===== src/rtl/ring_johnson_decoder.sv =====
// Ring / Johnson code receive checker: decodes each sample to a step index, verifies
// single-step advance, locks after a run of good steps and counts faults. Option macro: RJD_STALL_OK_EN.
module ring_johnson_decoder #(
    parameter int  N        = 5,
    parameter int  LOCK_CNT = 3,
    parameter int  ERR_W    = 8,
    localparam int IDX_W    = $clog2(2 * N)
) (
    input  logic             clk,
    input  logic             reset,
    input  logic             mode,
    input  logic             valid,
    input  logic [0:N-1]     code,
    input  logic             clr_err,
    output logic [IDX_W-1:0] idx,
    output logic             idx_vld,
    output logic             legal,
    output logic             locked,
    output logic             err,
    output logic [ERR_W-1:0] err_cnt
);

    typedef enum logic [1:0] {HUNT, CHECK, LOCKED} state_t;

`ifdef RJD_STALL_OK_EN
    localparam bit STALL_OK = 1'b1;
`else
    localparam bit STALL_OK = 1'b0;
`endif

    localparam logic [ERR_W-1:0] ERR_MAX = {ERR_W{1'b1}};

    state_t             state_q;
    state_t             st_eff;
    logic [IDX_W-1:0]   idx_q;
    logic               idx_vld_q;
    logic               legal_q;
    logic               err_q;
    logic [ERR_W-1:0]   err_cnt_q;
    logic               mode_q;
    logic [3:0]         run_q;
    logic [3:0]         run_d;
    logic               dec_legal;
    logic [IDX_W-1:0]   dec_idx;
    logic [IDX_W-1:0]   succ_idx;

    // Returns {legal, index}; Johnson codes are matched against every one of the 2N patterns.
    function automatic logic [IDX_W:0] decode(input logic m, input logic [0:N-1] c);
        logic             lg;
        logic [IDX_W-1:0] ix;
        logic [0:N-1]     pat;
        int               ones;
        lg   = 1'b0;
        ix   = '0;
        ones = 0;
        if (!m) begin
            for (int b = 0; b < N; b++) begin
                if (c[b]) begin
                    ones++;
                    ix = IDX_W'(b);
                end
            end
            lg = (ones == 1);
            if (!lg) ix = '0;
        end else begin
            for (int t = 0; t < 2 * N; t++) begin
                for (int b = 0; b < N; b++) begin
                    pat[b] = (t <= N) ? (b < t) : (b >= t - N);
                end
                if (pat == c) begin
                    lg = 1'b1;
                    ix = IDX_W'(t);
                end
            end
        end
        return {lg, ix};
    endfunction

    function automatic logic [IDX_W-1:0] successor(input logic m, input logic [IDX_W-1:0] cur);
        int lim;
        lim = m ? 2 * N : N;
        if (int'(cur) + 1 >= lim) return '0;
        return cur + IDX_W'(1);
    endfunction

    always_comb begin
        {dec_legal, dec_idx} = decode(mode, code);
        succ_idx             = successor(mode, idx_q);
        st_eff               = (mode != mode_q) ? HUNT : state_q;
        run_d                = run_q + 4'd1;
    end

    // A mode change re-evaluates the sample as a fresh HUNT sample, never as a fault.
    always_ff @(posedge clk or negedge reset) begin
        if (!reset) begin
            state_q   <= HUNT;
            idx_q     <= '0;
            idx_vld_q <= 1'b0;
            legal_q   <= 1'b0;
            err_q     <= 1'b0;
            err_cnt_q <= '0;
            mode_q    <= 1'b0;
            run_q     <= '0;
        end else begin
            idx_vld_q <= 1'b0;
            err_q     <= 1'b0;
            if (valid) begin
                mode_q  <= mode;
                legal_q <= dec_legal;
                case (st_eff)
                    HUNT: begin
                        if (dec_legal) begin
                            idx_q     <= dec_idx;
                            idx_vld_q <= 1'b1;
                            run_q     <= '0;
                            state_q   <= CHECK;
                        end else begin
                            state_q   <= HUNT;
                        end
                    end
                    CHECK: begin
                        if (!dec_legal) begin
                            state_q <= HUNT;
                        end else if (dec_idx == succ_idx) begin
                            idx_q     <= dec_idx;
                            idx_vld_q <= 1'b1;
                            run_q     <= run_d;
                            if (int'(run_d) >= LOCK_CNT) state_q <= LOCKED;
                        end else if (STALL_OK && dec_idx == idx_q) begin
                            state_q <= CHECK;
                        end else begin
                            idx_q     <= dec_idx;
                            idx_vld_q <= 1'b1;
                            run_q     <= '0;
                        end
                    end
                    LOCKED: begin
                        if (dec_legal && dec_idx == succ_idx) begin
                            idx_q     <= dec_idx;
                            idx_vld_q <= 1'b1;
                        end else if (STALL_OK && dec_legal && dec_idx == idx_q) begin
                            state_q <= LOCKED;
                        end else begin
                            err_q   <= 1'b1;
                            state_q <= HUNT;
                            if (err_cnt_q != ERR_MAX) err_cnt_q <= err_cnt_q + ERR_W'(1);
                        end
                    end
                    default: state_q <= HUNT;
                endcase
            end
            // Clear takes priority over a simultaneous fault increment; err still pulses.
            if (clr_err) err_cnt_q <= '0;
        end
    end

    assign idx     = idx_q;
    assign idx_vld = idx_vld_q;
    assign legal   = legal_q;
    assign locked  = (state_q == LOCKED);
    assign err     = err_q;
    assign err_cnt = err_cnt_q;

endmodule


===== config.mk =====
export PLATFORM = sky130hd
export DESIGN_NAME = ring_johnson_decoder
export DESIGN_NICKNAME = d
export VERILOG_FILES = /design/src/rtl/ring_johnson_decoder.sv
export SDC_FILE = /design/constraint.sdc
export NUM_CORES = 1
export LEC_CHECK = 0
export CORE_UTILIZATION = 59
export CTS_CLUSTER_SIZE = 24
export DETAILED_ROUTE_END_ITERATION = 10
export PLACE_DENSITY = 0.95
export SLEW_MARGIN = 20
export SYNTH_ARGS = -nofsm -noshare
export SYNTH_HDL_FRONTEND = slang
export SYNTH_SLANG_ARGS = --single-unit

===== constraint.sdc =====
create_clock -name clk -period 4.6 [get_ports clk]
set_input_delay 1.38 -clock clk [delete_from_list [all_inputs] [get_ports clk]]
set_output_delay 1.38 -clock clk [all_outputs]
set_load 0.01 [all_outputs]

# ---- Word level (Yosys, flattened, before mapping)
# Index checks and enable logic that the tools add are counted.
dict set report op_classes {
  n_addsub 8
  n_lt_le_gt_ge 2
  n_eq_ne 24
  mux 66
  n_reduce_logical 13
}
# operator count
set ops {}
lappend ops {{$mux 32} 9}
lappend ops {{$add 32x2->32 const B} 4}
lappend ops {{$mux 4} 21}
lappend ops {{$mux 8} 5}
lappend ops {{$eq 32x2->1 const B} 1}
lappend ops {{$eq 5x5->1 const A} 5}
lappend ops {{$mux 1} 22}
lappend ops {{$pmux 4 s2} 2}
lappend ops {{$reduce_and 4->1} 4}
lappend ops {{$mux 2} 5}
lappend ops {{$ne 2x2->1 const B} 5}
lappend ops {{$reduce_bool 2->1} 5}
lappend ops {{$add 4x1->4 const B} 2}
lappend ops {{$add 8x1->8 const B} 1}
lappend ops {{$ne 8x8->1 const B} 1}
lappend ops {{$ne 3x3->1 const B} 2}
lappend ops {{$pmux 2 s3} 1}
lappend ops {{$add 4x1->5 const B} 1}
lappend ops {{$eq 1x5->1 const A} 1}
lappend ops {{$eq 2x5->1 const A} 1}
lappend ops {{$eq 3x5->1 const A} 1}
lappend ops {{$eq 4x5->1 const A} 1}
lappend ops {{$ge 5x4->1} 1}
lappend ops {{$logic_not 5->1} 1}
lappend ops {{10 further kinds} 11}
dict set report totals {
  register_bits 22
  in_bits 10
  output_inout_bits 16
  word_cells 121
}

# ---- Logic depth before layout (Yosys ltp)
# Gate-level depths: netlist of run 1.
dict set report logic_depth {
  ltp_word 23
  mapped_depth 16
  ltp_nobuf 15
}

# ---- Worst setup path before layout of run 1
# OpenSTA, ideal clock, no wires.
dict set report synth_path {
  kind {input to register}
  start {input code[1] (netlist name)}
  end {register idx_q[0] (netlist: idx[0])}
  setup_time_ns 0.125
  t_arrival_ns 4.229
  required_time_ns 4.475
  slack_ns 0.245
  cell_stages 14
  path_buffers 0
  cell_sequence {inv_1 > ha_1 > xor2_1 > ha_1 > nand2_1 > o31ai_2 > ha_1 > xnor3_1 > a31oi_2 > or3_1 > a21oi_1 > o22a_4 > a31o_4 > mux2_4}
}
dict set report synth_between {
  elab_chain_cells 18
  word_cells_on_any_way 56
  classes_between {add/sub (3); eq/ne (13); mux (37); reduce/logical (3)}
}
# element line
set synth_lines {}
lappend synth_lines {{start, declared} 13} ;# input logic [0:N-1] code,
lappend synth_lines {{$mux 32} 58} ;# if (c[b]) begin
lappend synth_lines {{$mux 32} 56} ;# if (!m) begin
lappend synth_lines {{$add 32x2->32} 59} ;# ones++;
lappend synth_lines {{$mux 32} 58}
lappend synth_lines {{$mux 32} 56}
lappend synth_lines {{$add 32x2->32} 59}
lappend synth_lines {{$mux 32} 58}
lappend synth_lines {{$mux 32} 56}
lappend synth_lines {{[2 not listed]} -}
lappend synth_lines {{$mux 32} 56}
lappend synth_lines {{$eq 32x2->1} 63} ;# lg = (ones == 1);
lappend synth_lines {{$mux 4} 64} ;# if (!lg) ix = '0;
lappend synth_lines {{$mux 4} 56}
lappend synth_lines {{$eq 4x4->1} {124, 138}}
lappend synth_lines {{$logic_and 1x1->1} 138} ;# if (dec_legal && dec_idx == succ_idx) begin
lappend synth_lines {{$ne 2x2->1 (no line)} -}
lappend synth_lines {{$reduce_and 4->1 (no line)} -}
lappend synth_lines {{end signal, assigned} 125} ;# idx_q <= dec_idx;
lappend synth_lines {{end signal, assigned} 132} ;# idx_q <= dec_idx;
lappend synth_lines {{end signal, assigned} 139} ;# idx_q <= dec_idx;
lappend synth_lines {{end, declared} 35} ;# logic [IDX_W-1:0] idx_q;
# Parallel ways exist; a longest one is shown, timed or not. The select of a mux whose other input is x is not followed.
# A chain may end at the register's enable or synchronous reset.

# ---- Worst setup path in the final report of run 1
dict set report layout_path {
  start {input code[2] (netlist name)}
  end {register idx_q[3] (netlist: idx[3])}
}
dict set report layout_between {
  elab_chain_cells 15
  word_cells_on_any_way 52
  classes_between {add/sub (2); eq/ne (13); mux (34); reduce/logical (3)}
}
# element line
set layout_lines {}
lappend layout_lines {{$mux 32 (tied with other cells)} 58}
lappend layout_lines {{$mux 32 or $mux 1 (tied branches)} {56, 70}}
lappend layout_lines {{$add 32x2->32 (tied with other cells)} 59}
lappend layout_lines {{$mux 32 (tied with other cells)} 58}
lappend layout_lines {{$mux 32 (tied with other cells)} 56}
lappend layout_lines {{$add 32x2->32 (tied with other cells)} 59}
lappend layout_lines {{$mux 32 (tied with other cells)} 58}
lappend layout_lines {{$mux 32 (tied with other cells)} 56}
lappend layout_lines {{$eq 32x2->1 (tied with other cells)} 63}
lappend layout_lines {{$mux 4 (tied with other cells)} 64}
lappend layout_lines {{$mux 4 or $mux 1 (tied branches)} {56, 70}}
lappend layout_lines {{$eq 4x4->1 or $mux 1 (tied branches)} {124, 138, 56}}
lappend layout_lines {{$logic_and 1x1->1} 138}
lappend layout_lines {{$ne 2x2->1 (no line)} -}
lappend layout_lines {{$reduce_and 4->1 (no line)} -}
# Parallel ways exist; a longest one is shown, timed or not. The select of a mux whose other input is x is not followed.

==> run_results.csv, run 1 <==
group,metric,value,unit
timing,timing.final.crit_share,98.6,%
timing,min_period,4530,ps
timing,postLayoutSetupSlackWorst,66.0,ps
pwr,total_leakage_power,0.00109,µW
cells_and_area,finish.net_count,273,
floorplan,floorplan.core_area,3050,µm²
floorplan,vert_die_dim,58.8,µm
place,placedCellCount,288,
cells_and_area,post_route_cells_drive_above_1_share,23.6,%
yosys,synth-async-reset-ratio,100,%
grt,pin_count_of_the_biggest_net_entering_global_routing,23,
clocking,cell_at_the_root_of_the_clock_tree,"sky130_fd_sc_hd__clkbuf_4",
clocking,cts_buffer_depth,2,
yosys,yosys.cell_count.top_type,"sky130_fd_sc_hd__dfrtp_1",
drt,routed_wl,5040,µm
grt,met3_usage,6.15,%
yosys,yosys.area.top_type,"sky130_fd_sc_hd__dfrtp_1",
setup_path,worst_setup_path_start_kind,"input port",
drt,drt_first_iter_violations,156,
place,gp_routability_congestion,0.879,
run,cap_viol_max_count,0,
setup_path,critical_path_peak_fanout,7,
clocking,htree_num_levels,1,
clocking,clock-sinks,22,
clocking,cts_tree,"yes",
timing,tightest_slew,615,ps
hold_path,hold_crit_path_type,"reg -> reg",
setup_path,cp-startpoint,"code[2]",
place,dp_hpwl,3290,µm
yosys,synth_warnings,0,
yosys,top_area_cell_type_share_of_the_netlist_area,28.9,%
clocking,worst_setup_hold_path_clk_slew,120,ps
drt,routed_via_density,6.20,
yosys,postSynthNetCount,226,
clocking,clock_insertion_delay_worst_skew,320,ps
timing,setup-tns-final,0,ps
yosys,synth_top_flop_cell,"sky130_fd_sc_hd__dfrtp_1",
grt,grt.overflow.total,0,
drt,drt_drc_violations_left,0,
timing,hold_viol,0,
timing,timing.fmax,221,MHz
yosys,synth_edf_count,0,
setup_path,setup.worst_path.class,"in -> reg",
floorplan,ios,26,
timing,final_max_slew_viol_count,0,
grt,gr-usage-met1,38.4,%
cells_and_area,syn_to_final_growth,27.5,%
floorplan,dieArea,3460,µm²
timing,slew-limit-headroom,58.6,%
timing,worst_clock_skew,1.51,ps
floorplan,die_w,58.8,µm
yosys,synth.cell_area,1900,µm²
yosys,postSynthCellCount,204,
hold_path,min_from,"legal$_DFFE_PN0P_",
yosys,post_synth_num_cell_types,54,
floorplan,placement_rows,20,
cells_and_area,layout.core_utilization,79.5,%
outcome,run_status,"finished, final reports clean",
drt,ant_nets,0,
grt,grt_pass1_wl,7990,µm
pwr,total_power_per_unit_cell_area,242,nW/µm²
setup_path,endpoint_type_of_the_worst_setup_path,"register",
grt,use_met2,51.5,%
cells_and_area,num_antenna_cells,0,
clocking,cts_bufs_inserted,3,
place,dpl_worst_slack,-434,ps
yosys,synth.ff_latch_count,22,
yosys,synth.area.top_cells,"sky130_fd_sc_hd__dfrtp_1 29%, sky130_fd_sc_hd__ha_1 7.9%, sky130_fd_sc_hd__mux2_4 4.7%",
grt,antenna_violations_before_repair,0,
drt,wire_per_inst,17.1,µm
place,placement.io_buffers,25,
setup_path,worst-endpoint-arrival,4760,ps
grt,busiest_layer,"met2",
timing,setup_viol,0,
pwr,p_total,587,µW
drt,vias,1822,
setup_path,crit_required,4820,ps
yosys,synth_area_per_cell,9.33,µm²
yosys,synthTopCellsByCount,"22 x sky130_fd_sc_hd__dfrtp_1, 18 x sky130_fd_sc_hd__nand2_1, 13 x sky130_fd_sc_hd__nor2_1, 13 x sky130_fd_sc_hd__nor2b_1, 12 x sky130_fd_sc_hd__ha_1",
drt,drt_pre_antenna_iters,5,
pwr,power.ir.vdd_worst,174,µV
floorplan,initial_core_util,62.4,%
grt,groute.usage.overall,30.2,%
cells_and_area,final-instance-count-excl-fill,294,
yosys,synth_sequential_area_ratio,28.9,%
setup_path,r2r-start,"idx[2]$_DFFE_PN0P_",
grt,number_of_global_route_vias_before_repair,1702,
## sequential cells by signal, indices dropped and copies added, names as in the netlist
| signal | flops |
|---|---|
| err_cnt | 8 |
| idx | 4 |
| run_q | 4 |
| state_q | 2 |
| err | 1 |
| idx_vld | 1 |
| legal | 1 |
| mode_q | 1 |
## final timing paths
| path | end | slack (ps) | cells after the start |
|---|---|---|---|
| worst max-delay path | idx[3]$_DFFE_PN0P_ | 70 | 14 |
| worst min-delay path | legal$_DFFE_PN0P_ | 540 | 2 |
| worst max register to register | idx[3]$_DFFE_PN0P_ | 1220 | 11 |
| worst min register to register | legal$_DFFE_PN0P_ | 540 | 2 |
| max in group asynchronous | err_cnt[0]$_DFFE_PN0P_ | 3270 | 1 |
| min in group asynchronous | run_q[0]$_DFFE_PN0P_ | 1000 | 1 |
## where the power goes
part / internal (µW) / switching [µW]
sequential: 204 / 13.1
combinational: 120 / 136
clock: 48.5 / 64.3
total: 373 / 213
## cell type report
cell class                      instances  area (µm²)
Multi-Input combinational cell        164        1320
Fill cell                             193         624
Sequential cell                        22         551
Timing Repair Buffer                   49         430
Tap cell                               44        55.1
Inverter                               11        41.3
Clock buffer                            4        36.3
## metal layers
layer,vias to the layer above,wire length (µm)
li1,836,-
met1,872,2060
met2,93,2520
met3,21,296
met4,0,165
met5,-,0
## layout by cell type (no fill, tap or decap), drive strengths merged, types with 2 or more instances in the layout
cell / instances
a211oi: 2
a21o: 2
a21oi: 9
a31oi: 6
and3: 3
buf: 25
clkbuf: 4
clkdlybuf4s50: 22
dfrtp: 22
dlymetal6s2s: 2
ha: 12
inv: 11
mux2: 11
mux2i: 4
nand2: 18
nand2b: 6
nand3: 11
nand4: 5
nor2: 14
nor2b: 13
nor4b: 2
o21a: 2
o21ai: 11
o22ai: 2
o31ai: 2
or4: 3
xnor2: 3
xor2: 5
## worst max-delay path: stages
cell and delay (ps):
sky130_fd_sc_hd__clkdlybuf4s50_1 600, sky130_fd_sc_hd__and2_4 190, sky130_fd_sc_hd__nor2_1 50, sky130_fd_sc_hd__ha_1 260, sky130_fd_sc_hd__nand2_1 80, sky130_fd_sc_hd__o31ai_2 90
sky130_fd_sc_hd__ha_1 340, sky130_fd_sc_hd__nor3b_4 260, sky130_fd_sc_hd__a31oi_4 160, sky130_fd_sc_hd__xnor2_2 170, sky130_fd_sc_hd__nor4b_2 390, sky130_fd_sc_hd__o22a_4 260
sky130_fd_sc_hd__a31o_4 220, sky130_fd_sc_hd__mux2_4 310
## through the flow
stage,instance area [µm²],hold WS [ps]
2_1_floorplan,1900,502
3_5_place_dp,2320,525
3_3_place_gp,2320,511
4_1_cts,2380,543
5_1_grt,2430,573
6_report,2430,540
## cell families after synthesis
| family | synth area share [%] |
|---|---|
| buf+inv | 5.06 |
| simple gates | 23.9 |
| fa+ha+maj | 7.88 |
| flops | 28.9 |
| compound gates | 18.3 |
| mux | 9.79 |
| xor+xnor | 6.11 |
## what timing repair did
| action | in CTS | in global routing |
|---|---|---|
| buffers inserted | 1 | 1 |
| endpoints found under the setup margin | 12 | 18 |
| pin swaps | 4 | 8 |
| resized for setup | 4 | 10 |
| hold buffers | 0 | 0 |
No activity file was read; power rests on OpenSTA's default activity.
==> inputs of run 2 (changes only) <==
--- a/config.mk
+++ b/config.mk
@@ -9,6 +9,7 @@
 export CTS_CLUSTER_SIZE = 24
 export DETAILED_ROUTE_END_ITERATION = 10
 export PLACE_DENSITY = 0.95
+export SKIP_LAST_GASP = 1
 export SLEW_MARGIN = 20
 export SYNTH_ARGS = -nofsm -noshare
 export SYNTH_HDL_FRONTEND = slang
==> results of run 2 <==
The final DEF is identical to that of run 1; final timing and power are the same.
==> inputs of run 3 (changes only) <==
--- a/config.mk
+++ b/config.mk
@@ -5,10 +5,11 @@
 export SDC_FILE = /design/constraint.sdc
 export NUM_CORES = 1
 export LEC_CHECK = 0
-export CORE_UTILIZATION = 59
+export CORE_UTILIZATION = 50
 export CTS_CLUSTER_SIZE = 24
 export DETAILED_ROUTE_END_ITERATION = 10
-export PLACE_DENSITY = 0.95
+export PLACE_DENSITY = 0.86
+export RECOVER_POWER = 50
 export SKIP_LAST_GASP = 1
 export SLEW_MARGIN = 20
 export SYNTH_ARGS = -nofsm -noshare
==> run 3 against run 2 <==
  * Sequential share of layout area fell by 0.27 points
  * Worst setup slack improved by 230 ps
  * Flip-flop and latch count did not move
  * Via count fell by 9.7%
  * Global-route usage fell by 7.2 points
  * Largest cell class unchanged
  * Cell count rose by 0.34%
  * Fmax rose by 5.3%
  * Cell area rose by 1.2%
  * Clock skew rose by 4.9 ps
  * Sequential power barely moved
==> run_results.csv, run 3 (same netlist as run 1, synthesis figures left out) <==
group,metric,value,unit
clocking,worst_setup_hold_path_clk_slew,90,ps
clocking,cts_hold_buf,0,
hold_path,hold_crit_path_type,"reg -> reg",
floorplan,dieArea,4060,µm²
cells_and_area,num_antenna_cells,0,
setup_path,timing.critical_path.max_delay_family,"adder cells",
place,dpl_worst_slack,-367,ps
drt,drt_first_iter_violations,105,
floorplan,placement_rows,22,
grt,pin_count_of_the_biggest_net_entering_global_routing,23,
cells_and_area,finish.net_count,270,
cells_and_area,multi_input_comb_area,1310,µm²
floorplan,ios,26,
floorplan,floorplan.core_area,3660,µm²
cells_and_area,mostFrequentLayoutCell,"sky130_fd_sc_hd__dfrtp_1",
place,dp_hpwl,2860,µm
timing,setup-tns-final,0,ps
floorplan,die_w,63.7,µm
timing,hold_viol,0,
drt,drt_pre_antenna_iters,4,
pwr,total_power_per_unit_cell_area,263,nW/µm²
timing,tightest_slew,1180,ps
grt,grt.overflow.total,0,
drt,routed_wl,4160,µm
run,cap_viol_max_count,0,
cells_and_area,post_route_cells_drive_above_1_share,22.3,%
place,gp_routability_congestion,0.894,
clocking,cts_bufs_inserted,3,
timing,worst_clock_skew,6.37,ps
grt,number_of_global_route_vias_before_repair,1594,
grt,grt_pass1_wl,7320,µm
hold_path,whs_path_depth,2,
setup_path,critPathMostFrequentCell,"sky130_fd_sc_hd__ha_1",
drt,drt_drc_violations_left,0,
grt,antenna_violations_before_repair,0,
cells_and_area,num-fill-cells,288,
clocking,clock-sinks,22,
cells_and_area,area.sequential,551,µm²
timing,final_max_slew_viol_count,0,
outcome,run_status,"finished, final reports clean",
setup_path,ff2ff_path_depth,11,
place,placed_cell_area,2320,µm²
hold_path,min_from,"legal$_DFFE_PN0P_",
drt,routed_via_density,5.58,
clocking,htree_num_levels,1,
drt,wire_per_inst,14.1,µm
floorplan,initial_core_util,52.0,%
timing,setup_viol,0,
timing,postLayoutSetupSlackWorst,294,ps
cells_and_area,layout.cells.most_common_list,"22 x sky130_fd_sc_hd__dfrtp_1, 18 x sky130_fd_sc_hd__nand2_1, 18 x sky130_fd_sc_hd__buf_4",
setup_path,worst_setup_path_start_kind,"input port",
clocking,cts_tree,"yes",
setup_path,worst_r2r_endpoint,"idx[3]$_DFFE_PN0P_",
clocking,cts_buffer_depth,2,
floorplan,vert_die_dim,63.7,µm
setup_path,reg2reg_setup_slack,1220,ps
timing,timing.final.crit_share,93.6,%
timing,slew-limit-headroom,21.0,%
timing,min_period,4310,ps
pwr,power.ir.vdd_worst,183,µV
setup_path,slowest_delay,410,ps
setup_path,r2r-start,"idx[0]$_DFFE_PN0P_",
setup_path,crit_required,4760,ps
setup_path,setup.worst_path.class,"in -> reg",
drt,ant_nets,0,
hold_path,timing.hold.worst_endpoint,"legal$_DFFE_PN0P_",
cells_and_area,largest_register_ff_count,8,
timing,setup_repair_after_global_routing_missed_its_margin,"false",
setup_path,crit_path_cell_trace,"dlymetal6s2s_1, inv_2, ha_4, xor2_1, ha_1, nand2_1, o31ai_2, ha_1, nor3b_4, a31oi_4, or3_4, a21oi_2, o22a_4, a31o_4, mux2_4",
setup_path,critical_path_peak_fanout,7,
grt,groute.usage.overall,23.0,%
place,placement.io_buffers,25,
setup_path,endpoint_type_of_the_worst_setup_path,"register",
setup_path,critical_path.slowest_cell,"sky130_fd_sc_hd__or3_4",
setup_path,worst-endpoint-arrival,4460,ps
timing,timing.fmax,232,MHz
setup_path,worst-path-buf-inv,2,
drt,vias,1646,
clocking,cts_setup_buffers,0,
cells_and_area,layout.core_utilization,67.1,%
clocking,cell_at_the_root_of_the_clock_tree,"sky130_fd_sc_hd__clkbuf_8",
cells_and_area,fin_area,2460,µm²
cells_and_area,syn_to_final_growth,29.0,%
clocking,clock_insertion_delay_worst_skew,270,ps
pwr,total_leakage_power,0.00112,µW
run 3: changes by cell type in the layout (fill, tap and decap cells not counted), moves of 2 or more:
cell,delta
sky130_fd_sc_hd__clkbuf_8,+2
sky130_fd_sc_hd__clkbuf_4,-3
sky130_fd_sc_hd__buf_6,+3
sky130_fd_sc_hd__dlygate4sd3_1,+8
sky130_fd_sc_hd__buf_4,-6
sky130_fd_sc_hd__clkdlybuf4s50_1,-9
run 3: area by class of cell:
type	instances	share of cell area, %
repair buffers	46	17.1
inverters	11	1.68
clock buffers	3	1.68
multi-input cells	164	53.5
clock inverters	1	1.22
flip-flops and latches	22	22.4
well taps	48	2.44
run 3: metrics by stage:
stage | cells | total power (µW) | hold WS [ps]
after global placement | 291 | 439 | 511
after detailed placement | 291 | 444 | 518
after global routing | 295 | 680 | 563
after CTS | 295 | 635 | 544
final | 295 | 645 | 529
after floorplan | 204 | 372 | 502
run 3: power breakdown:
part           switching, µW  internal [µW]  total, µW  leakage (µW)
Clock                   67.7            116        184     0.0000357
Combinational            125            120        245      0.000787
Sequential              12.1            204        217      0.000299
run 3: timing repair:
item                       in CTS  in global routing
gates resized for setup         3                 13
pin swaps                       4                  9
setup endpoints to repair      11                 18
hold endpoints to repair        0                  0
run 3: tightest hold or removal path: cells and delay by family (launching register included):
kind	cells	cell delay (ps)
AO/OA/AOI/OAI	1	60
flip-flops	1	380
buffers and inverters	1	50
run 3: layer usage:
metal	part of all wire, %	wire length (µm)	track usage (%)
met1	47	1950	29.4
met2	50	2060	39.6
met3	2.3	97	3.99
met4	1.3	52	5.97
met5	0	0	0
run 3: worst max path at each step:
stage | start | endpoint | cells past startpoint
floorplan | code[1] | idx[0]$_DFFE_PN0P_ | 14
global placement | code[1] | idx[0]$_DFFE_PN0P_ | 15
detailed placement | code[0] | idx[3]$_DFFE_PN0P_ | 15
CTS | code[0] | err_cnt[3]$_DFFE_PN0P_ | 14
global route | mode | idx[3]$_DFFE_PN0P_ | 11
finish | code[1] | idx[3]$_DFFE_PN0P_ | 15
